$ cat config.mk
export PLATFORM = sky130hd
export DESIGN_NAME = preg_busy_table
export DESIGN_NICKNAME = d
export VERILOG_FILES = /design/src/rtl/preg_busy_table.sv
export SDC_FILE = /design/constraint.sdc
export NUM_CORES = 1
export LEC_CHECK = 0
export ABC_CLOCK_PERIOD_IN_PS = 10500
export BUFFER_PORTS_ARGS = -buffer_cell sky130_fd_sc_hd__clkbuf_2
export CELL_PAD_IN_SITES_DETAIL_PLACEMENT = 1
export CELL_PAD_IN_SITES_GLOBAL_PLACEMENT = 1
export CORE_ASPECT_RATIO = 1.25
export CORE_MARGIN = 5
export CORE_UTILIZATION = 25
export DETAILED_ROUTE_END_ITERATION = 6
export PLACE_DENSITY_LB_ADDON = 0.1
export SLEW_MARGIN = 15
export SYNTH_ARGS = -nofsm -noshare
export SYNTH_HDL_FRONTEND = slang
export SYNTH_SLANG_ARGS = --single-unit
$ cat constraint.sdc
create_clock -name clk -period 10.5 [get_ports clk]
set_input_delay 2.625 -clock clk [delete_from_list [all_inputs] [get_ports clk]]
set_output_delay 2.625 -clock clk [all_outputs]
set_load 0.02 [all_outputs]
$ cat src/rtl/preg_busy_table.sv
// Physical-register busy table: tracks which renamed destinations still await writeback
// and answers per-source ready queries for the current dual-issue rename group.
module preg_busy_table #(
  parameter int PREG_NUM = 64,
  parameter int PREG_W   = 6
) (
  input  logic              clk,
  input  logic              reset,
  input  logic              flush,
  input  logic              map_done,
  input  logic              inst1_rf_we,
  input  logic [PREG_W-1:0] inst1_phy_dest,
  input  logic              inst2_rf_we,
  input  logic [PREG_W-1:0] inst2_phy_dest,
  input  logic [PREG_W-1:0] inst1_phy_src1,
  input  logic [PREG_W-1:0] inst1_phy_src2,
  input  logic [PREG_W-1:0] inst2_phy_src1,
  input  logic [PREG_W-1:0] inst2_phy_src2,
  output logic              inst1_src1_ready,
  output logic              inst1_src2_ready,
  output logic              inst2_src1_ready,
  output logic              inst2_src2_ready,
  input  logic              wb0_valid,
  input  logic [PREG_W-1:0] wb0_phy_dest,
  input  logic              wb1_valid,
  input  logic [PREG_W-1:0] wb1_phy_dest,
  input  logic              wb2_valid,
  input  logic [PREG_W-1:0] wb2_phy_dest,
  output logic [PREG_W:0]   busy_count
);

  localparam int CW = PREG_W + 1;

  logic [PREG_NUM-1:0] busy;
  logic [PREG_NUM-1:0] clear_vec;
  logic [PREG_NUM-1:0] set_vec;
  logic [PREG_NUM-1:0] busy_next;
  logic [CW-1:0]       added;
  logic [CW-1:0]       removed;
  logic                fwd_src1;
  logic                fwd_src2;

  function automatic logic lookup(input logic [PREG_W-1:0] s,
                                  input logic [PREG_NUM-1:0] bv,
                                  input logic [PREG_NUM-1:0] wb_hit);
    return (s == '0) || !bv[s] || wb_hit[s];
  endfunction

  always_comb begin
    clear_vec = '0;
    set_vec   = '0;
    if (wb0_valid) clear_vec[wb0_phy_dest] = 1'b1;
    if (wb1_valid) clear_vec[wb1_phy_dest] = 1'b1;
    if (wb2_valid) clear_vec[wb2_phy_dest] = 1'b1;
    if (map_done && inst1_rf_we && inst1_phy_dest != '0) set_vec[inst1_phy_dest] = 1'b1;
    if (map_done && inst2_rf_we && inst2_phy_dest != '0) set_vec[inst2_phy_dest] = 1'b1;
    busy_next    = (busy & ~clear_vec) | set_vec;
    busy_next[0] = 1'b0;
    // Counter deltas only count real transitions so it tracks popcount(busy) exactly.
    added   = CW'($countones(set_vec & ~busy));
    removed = CW'($countones(busy & clear_vec & ~set_vec));
  end

  always_comb begin
    fwd_src1 = inst1_rf_we && (inst1_phy_dest != '0) && (inst2_phy_src1 == inst1_phy_dest);
    fwd_src2 = inst1_rf_we && (inst1_phy_dest != '0) && (inst2_phy_src2 == inst1_phy_dest);
    inst1_src1_ready = lookup(inst1_phy_src1, busy, clear_vec);
    inst1_src2_ready = lookup(inst1_phy_src2, busy, clear_vec);
    // Slot-1 producer in the same group has not executed, so it overrides the wb bypass.
    inst2_src1_ready = lookup(inst2_phy_src1, busy, clear_vec) && !fwd_src1;
    inst2_src2_ready = lookup(inst2_phy_src2, busy, clear_vec) && !fwd_src2;
  end

  always_ff @(posedge clk) begin
    if (reset || flush) begin
      busy       <= '0;
      busy_count <= '0;
    end else begin
      busy       <= busy_next;
      busy_count <= busy_count + added - removed;
    end
  end

endmodule

==> results.md <==
* CTS tree: done
* DR vias at 14,600
* Clock Sinks at 70
* R2R Path Start: busy[6]
* Synth-to-Final Area Change at 33.8%
* CP max FO at 6
* Die H at 269 µm
* Mapped Nets at 1,774
* Beginning of the critical path: inst1_phy_dest[5]
* Syn Inst Count at 1,564
* First-pass GRT wire length at 117,000 µm
* Vias per std cell at 5.57
* Crit path max-delay family: adder cells
* Root Buffer: clkbuf_16
* Final Setup Violations at 0
* Placed wire-length estimate at 70,700 µm
* Die Area at 0.0584 mm²
* Share of the synthesized area in the top cell type at 18.3%
* Share of cells above drive strength 1 at 38.2%
* Most common cell in the netlist: nor2_1
* Final Cycle Share at 97.9%
* Endpoint of the worst register-to-register path: busy_count[6]
* Maximum clock path buffer count at 2
* CP Depth at 27
* Initial antenna violation count at 3
* Synth Register Bits at 70
* Post-Syn Area at 0.0134 mm²
* Place WS at -0.607 ns
* Worst-Margin Slew at 1.16 ns
* Arrival time of the worst setup path at 10.49 ns
* Clk Latency, worst-skew pair at 0.37 ns
* Worst Path Required at 10.72 ns
* Startpoint Class: primary input
* Hold_ws at 0.543 ns
* Power density over cell area at 109 mW/mm²
* Final Skew at 0.0116 ns
* H-tree depth at 3
* Ports at 74
* CP dominant cell by count: fa_1
* Final slew viol count at 0
* Initial core utilization at 25.1%
* Crit path to: busy_count[6]
* Final nets at 2,144
* Clock-pin slew on the worst setup and hold paths at 0.07 ns
* Core area at 0.0535 mm²
* Most instantiated cells after synthesis: nor2_1 (184), inv_1 (147), fa_1 (122)
* Synth area leaders: mux4_2 (18%), fa_1 (18%), dfxtp_1 (10%)
* Yosys warnings at 0
* GRT Total Usage at 28.0%
* WS Path Type: primary input to register
* LEAKAGE at 7.05 nW
* Slowest stage delay, CP at 0.59 ns
* Outcome: finished clean
* Slew headroom at 21.9%
* RD Place Congestion at 0.973
* Number of global-route vias before repair at 15,800
* Peak supply drop at 0.420 mV
* Remaining DRCs at 0
* Post-synth EDFFs at 0
* Largest net degree at the start of global routing at 71
* Die Width at 217 µm
* # rows at 95
* Global route overflow at 0
* WP buf/inv at 6
* Detailed Route WL at 82,300 µm
* Min Tclk post-route at 10.28 ns
* RSZ-0062 raised after global routing: true
* Yosys cell types at 81
* Worst hold path type: register to register
* Setup TNS at 0 ns
* Total CTS buffers at 9
* Number of routed nets with antenna violations at 0
* Async SR Flop Fraction at 0%
* Total power at 0.00196 W
* Max Freq at 97.3 MHz
* DR iter-0 viols at 1,027
* WL/cell at 31.4 µm
* Reg2Reg Depth at 23
* R2R Setup Slk at 3.11 ns
* Final Worst Setup Slack at 0.223 ns
* Final Hold Viols at 0
* Leading area contributor after synthesis: mux4_2
* # port buffers at 73
* Slowest stage cell, crit path: fa_2
* Post-synth top flop: dfxtp_1
* Mapped Avg Cell Area at 8.58 µm²
* Number of fill cells in the layout at 6,340
* Crit end category: register
* Sequential-to-total area share from yosys stat at 10.4%
* Drt pass-1 iters at 5
* Max cap viols at 0
registers in the layout (all words and copies together) (netlist names):
signal      cells
busy_count      7
busy           63
power by group:
part           switching [W]  total (W)  internal, W
Clock               0.000148   0.000309     0.000160
Sequential         0.0000128   0.000291     0.000278
Combinational       0.000709    0.00137     0.000656
Total               0.000870    0.00196      0.00109
cells in the final DEF (no fill, tap or decap), types with 7 or more instances in the layout:
cell type | Yosys | layout
buf_4 | 6 | 387
nor2_1 | 184 | 174
inv_1 | 147 | 139
nand2_1 | 118 | 117
mux4_2 | 109 | 109
fa_1 | 122 | 106
a21oi_1 | 107 | 98
clkbuf_2 | 0 | 72
dfxtp_1 | 70 | 70
o22ai_1 | 64 | 58
nand3_1 | 37 | 36
o21ai_0 | 34 | 34
and3b_1 | 33 | 32
or2_2 | 32 | 29
nand3b_1 | 26 | 26
nor3_1 | 30 | 24
ha_1 | 25 | 24
a22oi_1 | 34 | 23
nand2b_1 | 16 | 16
xnor2_1 | 16 | 16
fa_2 | 0 | 16
o22a_1 | 15 | 15
nand4b_1 | 13 | 13
or3b_2 | 15 | 12
and3_1 | 15 | 12
mux2i_1 | 12 | 12
a22oi_2 | 0 | 11
nand4bb_1 | 10 | 10
nand4_1 | 10 | 10
a21oi_2 | 0 | 9
inv_2 | 1 | 9
clkbuf_16 | 0 | 9
nor2_2 | 1 | 8
nor2b_1 | 8 | 8
o211ai_1 | 8 | 8
a2111oi_0 | 7 | 7
logic make-up after synthesis:
group | share of synthesized area [%]
AO/OA/AOI/OAI | 16.6
XOR/XNOR | 1.44
adder cells (fa/ha/maj) | 20.5
buffers and inverters | 7.86
flip-flops | 10.4
multiplexers | 19.6
other | 0.0279
AND/OR/NAND/NOR | 23.5
layout make-up:
| class | instances | area (µm²) | area share, % |
|---|---|---|---|
| Tap cell | 679 | 850 | 4.73 |
| Sequential cell | 70 | 1400 | 7.81 |
| Antenna cell | 3 | 7.51 | 0.0418 |
| Clock buffer | 9 | 225 | 1.25 |
| Multi-Input combinational cell | 1230 | 11400 | 63.6 |
| Inverter | 153 | 574 | 3.20 |
| Clock inverter | 7 | 50.0 | 0.279 |
| Timing Repair Buffer | 470 | 3440 | 19.1 |
worst reg2reg max path: cells and delay by family, from the launching register on:
| family | cells | cell delay [ns] |
|---|---|---|
| AOI/OAI and AO/OA | 4 | 0.62 |
| xor gates and xnor gates | 1 | 0.14 |
| adders and majority gates | 11 | 5.36 |
| buffers and inverters | 5 | 0.32 |
| DFF | 1 | 0.40 |
| and+or+nand+nor | 2 | 0.40 |
worst min-delay path by stage:
stage | from | endpoint | cells after the start
after floorplan | busy[11] | busy[11] | 2
after detailed placement | busy[46] | busy[46] | 2
after global placement | busy[13] | busy[13] | 2
after CTS | busy[46] | busy[46] | 2
final | busy[9] | busy[9] | 2
after global routing | busy[46] | busy[46] | 2
what timing repair did:
item	4_1_cts	5_1_grt
setup buffers	2	9
hold buffers	0	0
endpoints found under the setup margin	4	4
gates cloned	0	0
pin swaps	3	37
resized for setup	32	81
hold endpoints to repair	0	0
per-stage QoR:
| step | cells | utilization (%) | area (µm²) |
|---|---|---|---|
| 2_1_floorplan | 1564 | - | 13400 |
| 3_3_place_gp | 2592 | 32.1 | 17200 |
| 3_5_place_dp | 2592 | 32.1 | 17200 |
| 4_1_cts | 2610 | 32.9 | 17600 |
| 5_1_grt | 2618 | 33.6 | 17900 |
| 6_report | 2621 | 33.6 | 18000 |
layer usage:
layer	GRT usage (%)	wire [µm]	vias to the layer above
li1	-	-	6450
met1	31.9	30700	7455
met2	50.1	41400	526
met3	3.20	3670	178
met4	17.7	6530	0
met5	0	0	-
No activity file was read; power rests on OpenSTA's default activity.
